$ cat src/rtl/vscale_htif_tohost_poller_pkg.sv
// Shared definitions for the HTIF tohost poller: CSR map, tohost encodings and FSM states.
// Pure constants and types; no logic, no latency, no flow control.
package vscale_htif_tohost_poller_pkg;

   localparam int HTIF_PCR_WIDTH = 64;
   localparam int CSR_ADDR_WIDTH = 12;

   localparam logic [CSR_ADDR_WIDTH-1:0] CSR_ADDR_TO_HOST   = 12'h780;
   localparam logic [CSR_ADDR_WIDTH-1:0] CSR_ADDR_FROM_HOST = 12'h781;

   localparam logic        PCR_REQ_READ  = 1'b0;
   localparam logic        PCR_REQ_WRITE = 1'b1;

   // tohost protocol: 0 = still running, 1 = pass, anything else = fail with code in the upper bits
   localparam logic [HTIF_PCR_WIDTH-1:0] TOHOST_IDLE = 64'd0;
   localparam logic [HTIF_PCR_WIDTH-1:0] TOHOST_PASS = 64'd1;
   localparam int                        TOHOST_FAIL_SHIFT = 1;

   typedef enum logic [2:0] {
      ST_WAIT     = 3'd0,
      ST_RD_REQ   = 3'd1,
      ST_RD_RESP  = 3'd2,
      ST_CLR_REQ  = 3'd3,
      ST_CLR_RESP = 3'd4,
      ST_DONE     = 3'd5
   } poll_state_t;

endpackage

$ cat src/rtl/vscale_sat_counter.sv
// Saturating up-counter with enable and synchronous active-low clear.
// One cycle from enable to new count; holds at all-ones instead of wrapping.
module vscale_sat_counter #(
   parameter int WIDTH = 8
) (
   input  logic             clk,
   input  logic             i_clr_n,
   input  logic             i_en,
   output logic [WIDTH-1:0] o_count
);

   logic [WIDTH-1:0] r_count;

   always_ff @(posedge clk) begin
      if (!i_clr_n) begin
         r_count <= '0;
      end else if (i_en && (r_count != '1)) begin
         r_count <= r_count + WIDTH'(1);
      end
   end

   assign o_count = r_count;

endmodule

$ cat src/rtl/vscale_htif_tohost_poller.sv
// Polls CSR tohost over the HTIF PCR port, clears it on a verdict and reports sticky done/pass/fail/timeout.
// Verdict to done in >=3 cycles; one transaction outstanding, req held stable until req_ready.
module vscale_htif_tohost_poller
   import vscale_htif_tohost_poller_pkg::*;
#(
   parameter int                    PCR_WIDTH     = HTIF_PCR_WIDTH,
   parameter int                    ADDR_WIDTH    = CSR_ADDR_WIDTH,
   parameter logic [ADDR_WIDTH-1:0] TOHOST_ADDR   = ADDR_WIDTH'(CSR_ADDR_TO_HOST),
   parameter int                    POLL_INTERVAL = 4,
   parameter int                    CNT_WIDTH     = 64
) (
   input  logic                  clk,
   input  logic                  reset,
   input  logic [CNT_WIDTH-1:0]  max_cycles,
   output logic                  htif_pcr_req_valid,
   input  logic                  htif_pcr_req_ready,
   output logic                  htif_pcr_req_rw,
   output logic [ADDR_WIDTH-1:0] htif_pcr_req_addr,
   output logic [PCR_WIDTH-1:0]  htif_pcr_req_data,
   input  logic                  htif_pcr_resp_valid,
   output logic                  htif_pcr_resp_ready,
   input  logic [PCR_WIDTH-1:0]  htif_pcr_resp_data,
   output logic                  done,
   output logic                  pass,
   output logic                  fail,
   output logic [PCR_WIDTH-2:0]  fail_code,
   output logic                  timeout,
   output logic [CNT_WIDTH-1:0]  cycle_count
);

   localparam int INT_W = $clog2(POLL_INTERVAL + 1);

   poll_state_t          r_state;
   logic                 r_req_valid;
   logic                 r_req_rw;
   logic                 r_resp_ready;
   logic                 r_done;
   logic                 r_pass;
   logic                 r_fail;
   logic                 r_timeout;
   logic [PCR_WIDTH-2:0] r_fail_code;

   logic [INT_W-1:0]     w_interval;
   logic [CNT_WIDTH-1:0] w_cycles;
   logic                 w_req_fire;
   logic                 w_resp_fire;
   logic                 w_rd_idle;
   logic                 w_rd_pass;
   logic                 w_interval_end;
   logic                 w_interval_clr_n;
   logic                 w_timeout_hit;
   logic                 w_timeout_now;
   logic                 w_done_set;
   logic                 w_cycle_en;

   assign w_req_fire       = r_req_valid && htif_pcr_req_ready;
   assign w_resp_fire      = r_resp_ready && htif_pcr_resp_valid;
   assign w_rd_idle        = (htif_pcr_resp_data == PCR_WIDTH'(TOHOST_IDLE));
   assign w_rd_pass        = (htif_pcr_resp_data == PCR_WIDTH'(TOHOST_PASS));
   assign w_interval_end   = (w_interval == INT_W'(POLL_INTERVAL - 1));
   assign w_interval_clr_n = reset && (r_state == ST_WAIT);

   // A decoded verdict always wins: once pass/fail is latched the limit no longer applies.
   assign w_timeout_hit = (max_cycles != '0) && (w_cycles >= max_cycles) && !r_pass && !r_fail;

   always_comb begin
      w_timeout_now = 1'b0;
      case (r_state)
         ST_WAIT:    w_timeout_now = w_timeout_hit;
         ST_RD_REQ:  w_timeout_now = w_timeout_hit && !w_req_fire;
         ST_RD_RESP: w_timeout_now = w_timeout_hit && w_resp_fire && w_rd_idle;
         default:    w_timeout_now = 1'b0;
      endcase
   end

   // Counter freezes on the same edge that raises done, so it reports the cycle of the verdict.
   assign w_done_set = w_timeout_now || ((r_state == ST_CLR_RESP) && w_resp_fire);
   assign w_cycle_en = !r_done && !w_done_set;

   vscale_sat_counter #(.WIDTH(INT_W)) u_interval_cnt (
      .clk     (clk),
      .i_clr_n (w_interval_clr_n),
      .i_en    (1'b1),
      .o_count (w_interval)
   );

   vscale_sat_counter #(.WIDTH(CNT_WIDTH)) u_cycle_cnt (
      .clk     (clk),
      .i_clr_n (reset),
      .i_en    (w_cycle_en),
      .o_count (w_cycles)
   );

   always_ff @(posedge clk) begin
      if (!reset) begin
         r_state      <= ST_WAIT;
         r_req_valid  <= 1'b0;
         r_req_rw     <= PCR_REQ_READ;
         r_resp_ready <= 1'b0;
         r_done       <= 1'b0;
         r_pass       <= 1'b0;
         r_fail       <= 1'b0;
         r_timeout    <= 1'b0;
         r_fail_code  <= '0;
      end else if (w_timeout_now) begin
         r_state      <= ST_DONE;
         r_req_valid  <= 1'b0;
         r_resp_ready <= 1'b1;
         r_done       <= 1'b1;
         r_timeout    <= 1'b1;
      end else begin
         case (r_state)
            ST_WAIT: begin
               if (w_interval_end) begin
                  r_state     <= ST_RD_REQ;
                  r_req_valid <= 1'b1;
                  r_req_rw    <= PCR_REQ_READ;
               end
            end
            ST_RD_REQ: begin
               if (w_req_fire) begin
                  r_state      <= ST_RD_RESP;
                  r_req_valid  <= 1'b0;
                  r_resp_ready <= 1'b1;
               end
            end
            ST_RD_RESP: begin
               if (w_resp_fire) begin
                  r_resp_ready <= 1'b0;
                  if (w_rd_idle) begin
                     r_state <= ST_WAIT;
                  end else begin
                     r_state     <= ST_CLR_REQ;
                     r_req_valid <= 1'b1;
                     r_req_rw    <= PCR_REQ_WRITE;
                     if (w_rd_pass) begin
                        r_pass <= 1'b1;
                     end else begin
                        r_fail      <= 1'b1;
                        r_fail_code <= htif_pcr_resp_data[PCR_WIDTH-1:TOHOST_FAIL_SHIFT];
                     end
                  end
               end
            end
            ST_CLR_REQ: begin
               if (w_req_fire) begin
                  r_state      <= ST_CLR_RESP;
                  r_req_valid  <= 1'b0;
                  r_resp_ready <= 1'b1;
               end
            end
            ST_CLR_RESP: begin
               if (w_resp_fire) begin
                  r_state <= ST_DONE;
                  r_done  <= 1'b1;
               end
            end
            ST_DONE: begin
               // Stay ready so late or stray responses drain instead of stalling the target.
               r_resp_ready <= 1'b1;
            end
            default: begin
               r_state      <= ST_WAIT;
               r_req_valid  <= 1'b0;
               r_resp_ready <= 1'b0;
            end
         endcase
      end
   end

   assign htif_pcr_req_valid  = r_req_valid;
   assign htif_pcr_req_rw     = r_req_rw;
   assign htif_pcr_req_addr   = TOHOST_ADDR;
   assign htif_pcr_req_data   = '0;
   assign htif_pcr_resp_ready = r_resp_ready;
   assign done                = r_done;
   assign pass                = r_pass;
   assign fail                = r_fail;
   assign fail_code           = r_fail_code;
   assign timeout             = r_timeout;
   assign cycle_count         = w_cycles;

endmodule

$ cat config.mk
export PLATFORM = sky130hd
export DESIGN_NAME = vscale_htif_tohost_poller
export DESIGN_NICKNAME = d
export VERILOG_FILES = /design/src/rtl/vscale_htif_tohost_poller_pkg.sv /design/src/rtl/vscale_sat_counter.sv /design/src/rtl/vscale_htif_tohost_poller.sv
export SDC_FILE = /design/constraint.sdc
export NUM_CORES = 1
export LEC_CHECK = 0
export ABC_AREA = 1
export ABC_CLOCK_PERIOD_IN_PS = 2500
export BUFFER_PORTS_ARGS = -buffer_cell sky130_fd_sc_hd__clkbuf_2
export CAP_MARGIN = 5
export CORE_MARGIN = 2
export CORE_UTILIZATION = 52
export DETAILED_ROUTE_END_ITERATION = 10
export PLACE_DENSITY = 0.82
export SKIP_CTS_REPAIR_TIMING = 1
export SYNTH_ARGS = -nofsm -noshare
export SYNTH_HDL_FRONTEND = slang
export SYNTH_SLANG_ARGS = --single-unit
$ cat constraint.sdc
create_clock -name clk -period 2.5 [get_ports clk]
set_input_delay 0 -clock clk [delete_from_list [all_inputs] [get_ports clk]]
set_output_delay 0 -clock clk [all_outputs]
set_load 0.03 [all_outputs]
Yosys cells after proc, flatten, opt, wreduce, memory -nomap -nowiden:

Cells that the tools add are included.

* equality and inequality tests: 24
* muxes and demuxes: 23
* reductions and logical operators: 36
* bitwise gates (word level): 6
* add/subtract/negate cells: 2
* magnitude comparators: 1

Operators by type and width (count)
* $add A64 B1 Y64 const B: 1
* $eq A64 B1 Y1 const B: 1
* $ge A64 B64 Y1: 1
* $logic_not A64 Y1: 1
* $ne A64 B64 Y1 const B: 1
* $reduce_bool A64 Y1: 1
* $reduce_and A5 Y1: 4
* $mux W3: 6
* $ne A3 B3 Y1 const B: 6
* $pmux W3 S6: 1
* $ne A2 B2 Y1 const B: 7
* $logic_and A1 B1 Y1: 12
* $reduce_and A6 Y1: 2
* $mux W1: 11
* $eq A3 B2 Y1 const B: 3
* $pmux W1 S4: 2
* $reduce_or A2 Y1: 4
* $eq A3 B3 Y1 const B: 2
* $not A1 Y1: 6
* $reduce_bool A2 Y1: 3
* $logic_not A1 Y1: 5
* $ne A2 B1 Y1 const B: 2
* $add A3 B1 Y3 const B: 1
* $eq A3 B1 Y1 const B: 1
* other kinds (8): 8

* logic and storage cells: 104
* bits of input ports: 132
* register bits: 140

Logic depth before layout (Yosys ltp):

Gate-level depths: netlist of run 1.

* word-level depth: 11
* depth in mapped cells: 20
* mapped depth without buffers: 20

Cells and area by module:

A second synthesis of run 1 with hierarchy kept.

* cells, all modules: 1726
* area total of the unflattened synthesis: 10572.6 um2

Modules (own cells, without submodules)
* vscale_htif_tohost_poller: cells an instance 982, times used 1, area an instance 6038.3 um2
* vscale_sat_counter (u_cycle_cnt): cells an instance 722, times used 1, area an instance 4379.2 um2
* vscale_sat_counter (u_interval_cnt): cells an instance 22, times used 1, area an instance 155.1 um2

Worst setup path before layout of run 1:

OpenSTA, ideal clock, no wires.

* path type: register to register
* from: reg u_cycle_cnt.r_count[21] (netlist: u_cycle_cnt.o_count[21])
* to: reg u_cycle_cnt.r_count[24] (netlist: u_cycle_cnt.o_count[24])
* slack: 0.217 ns
* cell stages (with the launch flop): 15
* arrival: 2.151 ns
* setup time: 0.132 ns
* cells stage by stage: dfxtp_1 ha_1 a21oi_1 nor2_1 nor2_1 nand3_1 a21oi_1 nand2_1 nand2_1 nand3_1 nand2_1 nand3_2 buf_4 nand2_1 a21oi_1

* word-level cells in the longest chain between the ends: 11
* elaborated cells between the ends (all ways): 14

RTL lines
* start: declaration: line vscale_sat_counter.sv:12 `logic [WIDTH-1:0] r_count;`
* start signal: assignment: line vscale_sat_counter.sv:18 `r_count <= r_count + WIDTH'(1);`
* $ge A64 B64 Y1: line vscale_htif_tohost_poller.sv:64 `assign w_timeout_hit = (max_cycles != '0) && (w_cycles >= max_cycles) && !r_pass && !r_fail;`
* $logic_and A1 B1 Y1 (3 in a row): line vscale_htif_tohost_poller.sv:64
* $logic_and A1 B1 Y1 (2 in a row): line vscale_htif_tohost_poller.sv:71 `ST_RD_RESP: w_timeout_now = w_timeout_hit && w_resp_fire && w_rd_idle;`
* $pmux W1 S3: line vscale_htif_tohost_poller.sv:68 `case (r_state)`
* $logic_or A1 B1 Y1: line vscale_htif_tohost_poller.sv:77 `assign w_done_set = w_timeout_now || ((r_state == ST_CLR_RESP) && w_resp_fire);`
* $logic_not A1 Y1: line vscale_htif_tohost_poller.sv:78 `assign w_cycle_en = !r_done && !w_done_set;`
* $logic_and A1 B1 Y1: line vscale_htif_tohost_poller.sv:78
* $logic_and A1 B1 Y1: line vscale_sat_counter.sv:17 `end else if (i_en && (r_count != '1)) begin`

Parallel ways exist; a longest one is shown, timed or not.
A chain may end at the register's enable or synchronous reset.

Final worst setup path of run 1:

* from: reg u_cycle_cnt.r_count[63] (netlist: u_cycle_cnt.o_count[63])
* to: reg u_cycle_cnt.r_count[41] (netlist: u_cycle_cnt.o_count[41])

* word-level cells in the longest chain between the ends: 11
* elaborated cells between the ends (all ways): 13

RTL lines (line)
* $ge A64 B64 Y1: vscale_htif_tohost_poller.sv:64
* $logic_and A1 B1 Y1 (3 in a row): vscale_htif_tohost_poller.sv:64
* $logic_and A1 B1 Y1 (2 in a row): vscale_htif_tohost_poller.sv:71
* $pmux W1 S3: vscale_htif_tohost_poller.sv:68
* $logic_or A1 B1 Y1: vscale_htif_tohost_poller.sv:77
* $logic_not A1 Y1: vscale_htif_tohost_poller.sv:78
* $logic_and A1 B1 Y1: vscale_htif_tohost_poller.sv:78
* $logic_and A1 B1 Y1 *: vscale_sat_counter.sv:17

Mark *: on every way between the ends. The rest lies on a longest branch, timed or not.

==> out/metrics.cfg, run 1 <==
[timing]
tightest_slew_ns=0.641
finalHoldViolations=0
rsz0062_at_grt=true
relSlewSlack_pct=57.2
hold_slack_ns=0.145
clock_skew_ns=0.0108
setup_viol=0
slew_violations=0
tns_ns=0
period_minus_slack_ns=2.37
min_period_over_period_pct=94.9
fmax_ghz=0.422

[drt]
vias_per_cell=5.47
finalWirelength_um=35700
ant_nets=0
drc_errors=0
via_count=11681
wl_per_cell_um=16.7
drt_iter0_markers=837
drtPass1Iterations=7

[clock_network]
worstSkewPairLatency_ns=0.43
root_buffer=clkbuf_16
ctsLongestPathBuffers=2
cts_buffers=17
clk_pin_slew_worst_paths_ns=0.06
htree_levels=4
cts_tree=built
clock_sink_count=140

[yosys]
synthFlopType=dfxtp_1
async_reset_ff_share_pct=0
syn_avg_cell_area_um2=6.63
yosysMostFrequentCell=nand2_1
netlist_top_cells_area=dfxtp_1, nand2_1, ha_1
yosys.area.top_type=dfxtp_1
synthDistinctLibCells=33
synth_commonest_cells=nand2_1, inv_1, a21oi_1
synth.top_cell.area_share_pct=28.3
syn-cell-area_um2=9920
syn_inst=1496
synth_warnings=0
seq_area_frac_synth_pct=28.3
ys_ff_latch=140
synth_edf_count=0

[setup_path]
worstPathArrival_ns=2.72
cp-start-kind=flip-flop
crit_path_max_incr_delay_ns=0.33
crit_path_end_kind=flip-flop
cp_cell_sequence=ha_1 -> nand4_1 -> nor3_2 -> nand3_2 -> nor2_4 -> nand4_1 -> nand3_1 -> nand2_2 -> nand3_2 -> buf_12 -> nand2_1 -> a21oi_1
crit_slowest_cell=dfxtp_1
crit_required_ns=2.85
reg2regPathDepth=12
path_class=reg -> reg
cp_max_fo=30

[floorplan]
num_rows=50
die_x_um=142
core-area_um2=18700
start_util_pct=53.0
die_h_um=142
top_level_ports=342
dieArea_um2=20200

[finish]
layout-drive-gt1-share_pct=21.9
final_cells=2135
nets=2086
area_growth_pct=32.1

[status]
status=finished clean

[grt]
grt_pass1_vias=10105
grtUsageTotal_pct=31.0
antenna_found_initial=2
grt_pass1_wl_um=49700
grt_overflow=0
grt_max_degree=70

[placed_design]
dpl.hpwl_um=25800
gp_congestion=1.01
io_buffers=265
placed_cells=2038

[power]
power.density_nw_per_um2=447
ir_worst_vdd_uv=474
leakage_nw=6.18

[run]
max_cap_viol_count=0

[min_path]
hold_depth=5
holdCritPathClass=in -> reg

==> where the power goes <==
group | switching [mW] | internal [mW] | leakage [nW] | total, mW
registers | 0.0551 | 2.29 | 1.13 | 2.34
logic | 0.638 | 0.333 | 4.77 | 0.971
clock network | 1.13 | 1.41 | 0.276 | 2.54
==> stage by stage <==
stage,instance area (µm²),setup slack [ns],util [%],power (mW)
finish,13100,0.128,70.0,5.86
global placement,11800,-0.102,63.3,3.23
floorplan,10200,0.217,-,3.06
detailed placement,11800,-0.141,63.3,3.24
CTS,12400,-0.173,66.4,5.76
global route,13100,-0.0192,70.0,6.09
==> cell type report <==
type | instances | area (µm²)
Timing Repair Buffer | 427 | 2770
Clock buffer | 18 | 429
Fill cell | 1534 | 5600
Antenna cell | 2 | 5.00
Tap cell | 234 | 293
Sequential cell | 140 | 2800
Clock inverter | 14 | 150
Inverter | 224 | 841
Multi-Input combinational cell | 1076 | 5810
==> cell families (layout without fill, tap and decap cells) <==
group / Yosys count / count (layout) / share of synthesized area, %
other: 2 / 78 / 0.0757
buffers and inverters: 354 / 683 / 16.5
AO/OA/AOI/OAI: 251 / 251 / 12.8
multiplexers: 1 / 1 / 0.101
AND/OR/NAND/NOR: 621 / 621 / 28.4
flip-flops: 140 / 140 / 28.3
XOR/XNOR: 59 / 59 / 5.21
adder cells (fa/ha/maj): 68 / 68 / 8.58
==> placed cells by master, fill, tap and decap left out, types with 41 or more instances in the layout <==
cell type      count
dfxtp_1          140
conb_1            76
nand2_1          243
nor3_1            41
nor2_1           145
inv_1            222
xor2_1            41
ha_1              67
clkbuf_2         265
a21oi_1          165
nand4_1          120
buf_4             92
o21ai_0           78
dlygate4sd3_1     63
nand3_1           45
==> sequential cells by signal, summed over array words and instances, names as in the netlist <==
| signal | flops |
|---|---|
| u_interval_cnt.o_count | 3 |
| htif_pcr_req_valid | 1 |
| r_state | 3 |
| u_cycle_cnt.o_count | 64 |
| done | 1 |
| htif_pcr_resp_ready | 1 |
| htif_pcr_req_rw | 1 |
| pass | 1 |
| timeout | 1 |
| fail_code | 63 |
| fail | 1 |
==> routing by layer <==
layer  track usage (%)  share of wire (%)  routed length, µm
met1              36.8                 38              13700
met2              54.4                 49              17400
met3              7.37                8.8               3130
met4              10.9                4.2               1520
met5                 0                  0                  0
==> critical path: cells and delay by family, from the launching register on <==
kind | cells | cell delay [ns]
DFF | 1 | 0.33
AOI/OAI and AO/OA | 1 | 0.15
buffers and inverters | 1 | 0.20
adders and majority gates | 1 | 0.32
and+or+nand+nor | 9 | 1.27
==> final timing paths <==
check,start,end,slack (ns)
max,u_cycle_cnt.o_count[63],u_cycle_cnt.o_count[41],0.13
min reg2reg,fail_code[39],fail_code[39],0.45
max reg2reg,u_cycle_cnt.o_count[63],u_cycle_cnt.o_count[41],0.13
min,htif_pcr_resp_valid,htif_pcr_req_rw,0.14
Note: power is estimated with default switching activity, not from simulation.
==> inputs of run 2 (changes only) <==
ABC_CLOCK_PERIOD_IN_PS = 2210   (was 2500)
clock period = 2.21 ns   (was 2.5 ns; I/O delays follow)
==> out/metrics.cfg, run 2 (synthesis results as in run 1) <==
[grt]
grt_pass1_wl_um=51000  ; +2.5%
antenna_found_initial=1  ; -1
grt_pass1_vias=10661  ; +5.5%
grt_max_degree=64  ; -8.6%
grt_overflow=0  ; unchanged
grtUsageTotal_pct=31.3  ; +0.33 points

[timing]
setup_viol=64  ; +64
finalHoldViolations=1  ; +1
tightest_slew_ns=0.530  ; -0.111 ns
tns_ns=-11.23  ; -11.23 ns
fmax_ghz=0.412  ; -2.2%
clock_skew_ns=0.0189  ; +0.00811 ns
min_period_over_period_pct=110  ; +15 points
rsz0062_at_grt=true
relSlewSlack_pct=64.7  ; +7.5 points
period_minus_slack_ns=2.43  ; +0.0530 ns
slew_violations=0  ; unchanged
hold_slack_ns=-0.0736  ; -0.218 ns
fin_ws_ns=-0.215  ; -0.343 ns

[placed_design]
place_ws_ns=-0.195  ; -0.0540 ns
dpl.hpwl_um=25800  ; about the same
gp_congestion=0.998  ; -0.88%
io_buffers=265  ; unchanged
placed_cells=2077  ; +1.9%

[clock_network]
root_buffer=clkbuf_16
ctsLongestPathBuffers=2  ; unchanged
cts_buffers=17  ; unchanged
clk_pin_slew_worst_paths_ns=0.07  ; about the same
cts_tree=built
htree_levels=4  ; unchanged
clock_sink_count=140  ; unchanged
worstSkewPairLatency_ns=0.44  ; about the same

[power]
leakage_nw=6.70  ; +8.4%
combPwrFrac_pct=16.7  ; about the same
ir_worst_vdd_uv=600  ; +27%
pwr-share-clk_pct=44.4  ; +0.9 points
switching_share_pct=31.6  ; +0.45 points
p_seq_share_pct=38.9  ; -1.1 points
power.density_nw_per_um2=479  ; +7.1%
power_switching_mw=2.15  ; +18%
intPower_mw=4.64  ; +15%

[setup_path]
crit_path_end_kind=flip-flop
worstPathArrival_ns=2.78  ; +0.06 ns
cp_max_fo=8  ; -73%
cp-start-kind=flip-flop
critPathLaunch=u_cycle_cnt.o_count[47]
path_class=reg -> reg
crit_required_ns=2.57  ; -0.28 ns
rr_startpoint=u_cycle_cnt.o_count[47]

[min_path]
holdCritPathClass=in -> reg
hold_start=htif_pcr_resp_data[7]

[floorplan]
start_util_pct=53.0  ; unchanged
num_rows=50  ; unchanged
top_level_ports=342  ; unchanged
core-area_um2=18700  ; unchanged
die_h_um=142  ; unchanged
dieArea_um2=20200  ; unchanged
die_x_um=142  ; unchanged

[drt]
drc_errors=0  ; unchanged
drt_iter0_markers=1070  ; +28%
wl_per_cell_um=17.5  ; +4.4%
drtPass1Iterations=5  ; -2
ant_nets=0  ; unchanged
vias_per_cell=5.58  ; +2.0%
finalWirelength_um=38100  ; +6.8%
via_count=12182  ; +4.3%

[finish]
final_cells=2183  ; +2.2%
layout-drive-gt1-share_pct=29.9  ; +8.0 points
area_growth_pct=42.9
utilization_pct=75.8  ; +5.8 points
final_common_cell=clkbuf_2
nets=2135  ; +2.3%
layout_common_cells=clkbuf_2, inv_1, nand2_1
largest_register_ffs=64  ; unchanged

[status]
violations=negative hold slack, negative setup slack
status=finished, violations left

[run]
max_cap_viol_count=0  ; unchanged

==> run 2: cell types whose count changed in the layout (fill, tap and decap cells not counted), moves of 26 or more <==
cell,change
a21oi_1,-30
nand2_1,-26
dfxtp_1,-38
buf_4,+41
dfxtp_2,+36
a21oi_2,+28
==> run 2: final timing paths <==
| check | to | cells past startpoint | slack, ns |
|---|---|---|---|
| worst max-delay path | u_cycle_cnt.o_count[43] | 13 | -0.22 |
| worst min-delay path | fail_code[6] | 3 | -0.07 |
| worst max register to register | u_cycle_cnt.o_count[43] | 13 | -0.22 |
| worst min register to register | fail_code[28] | 2 | 0.44 |
==> run 2: power groups by stage <==
stage | clock network [mW] | logic (mW) | registers, mW
2_1_floorplan | 0 | 0.709 | 2.75
4_1_cts | 3.02 | 0.965 | 2.64
5_1_grt | 3.13 | 1.25 | 2.65
3_3_place_gp | 0 | 0.940 | 2.69
6_report | 3.01 | 1.13 | 2.64
3_5_place_dp | 0 | 0.962 | 2.70
==> run 2: layout make-up <==
| type | instances | area, µm² |
|---|---|---|
| Multi-Input combinational cell | 1076 | 6310 |
| Fill cell | 1353 | 4530 |
| Timing Repair Buffer | 476 | 3260 |
| Sequential cell | 140 | 2860 |
| Inverter | 224 | 841 |
| Clock buffer | 18 | 439 |
| Tap cell | 234 | 293 |
| Clock inverter | 14 | 173 |
| Antenna cell | 1 | 2.50 |
==> run 2: metrics by stage <==
stage	total power, mW	hold WS (ns)	cell area [µm²]
after detailed placement	3.66	0.304	12200
after floorplan	3.46	0.193	10200
after CTS	6.62	-0.147	12800
after global placement	3.63	0.294	12200
after global routing	7.03	0.0153	14200
final	6.79	-0.0736	14200
==> run 2: critical path: stages, from the launching register on <==
cell and delay, ns:
dfxtp_2 0.34, ha_4 0.28, nand4_1 0.12, nor3_2 0.23, buf_4 0.16, nand3_4 0.07
nor2_4 0.14, nand4_1 0.12, nand3_2 0.12, nand2_4 0.07, nand3_4 0.26, clkbuf_16 0.24
nand2_1 0.06, a21oi_1 0.13
==> run 2: metal layers <==
| metal | global-route usage (%) | up-vias | share of wire, % |
|---|---|---|---|
| li1 | - | 5669 | - |
| met1 | 36.5 | 5675 | 38 |
| met2 | 56.5 | 713 | 50 |
| met3 | 6.12 | 125 | 8.5 |
| met4 | 11.8 | 0 | 3.7 |
| met5 | 0 | - | 0 |
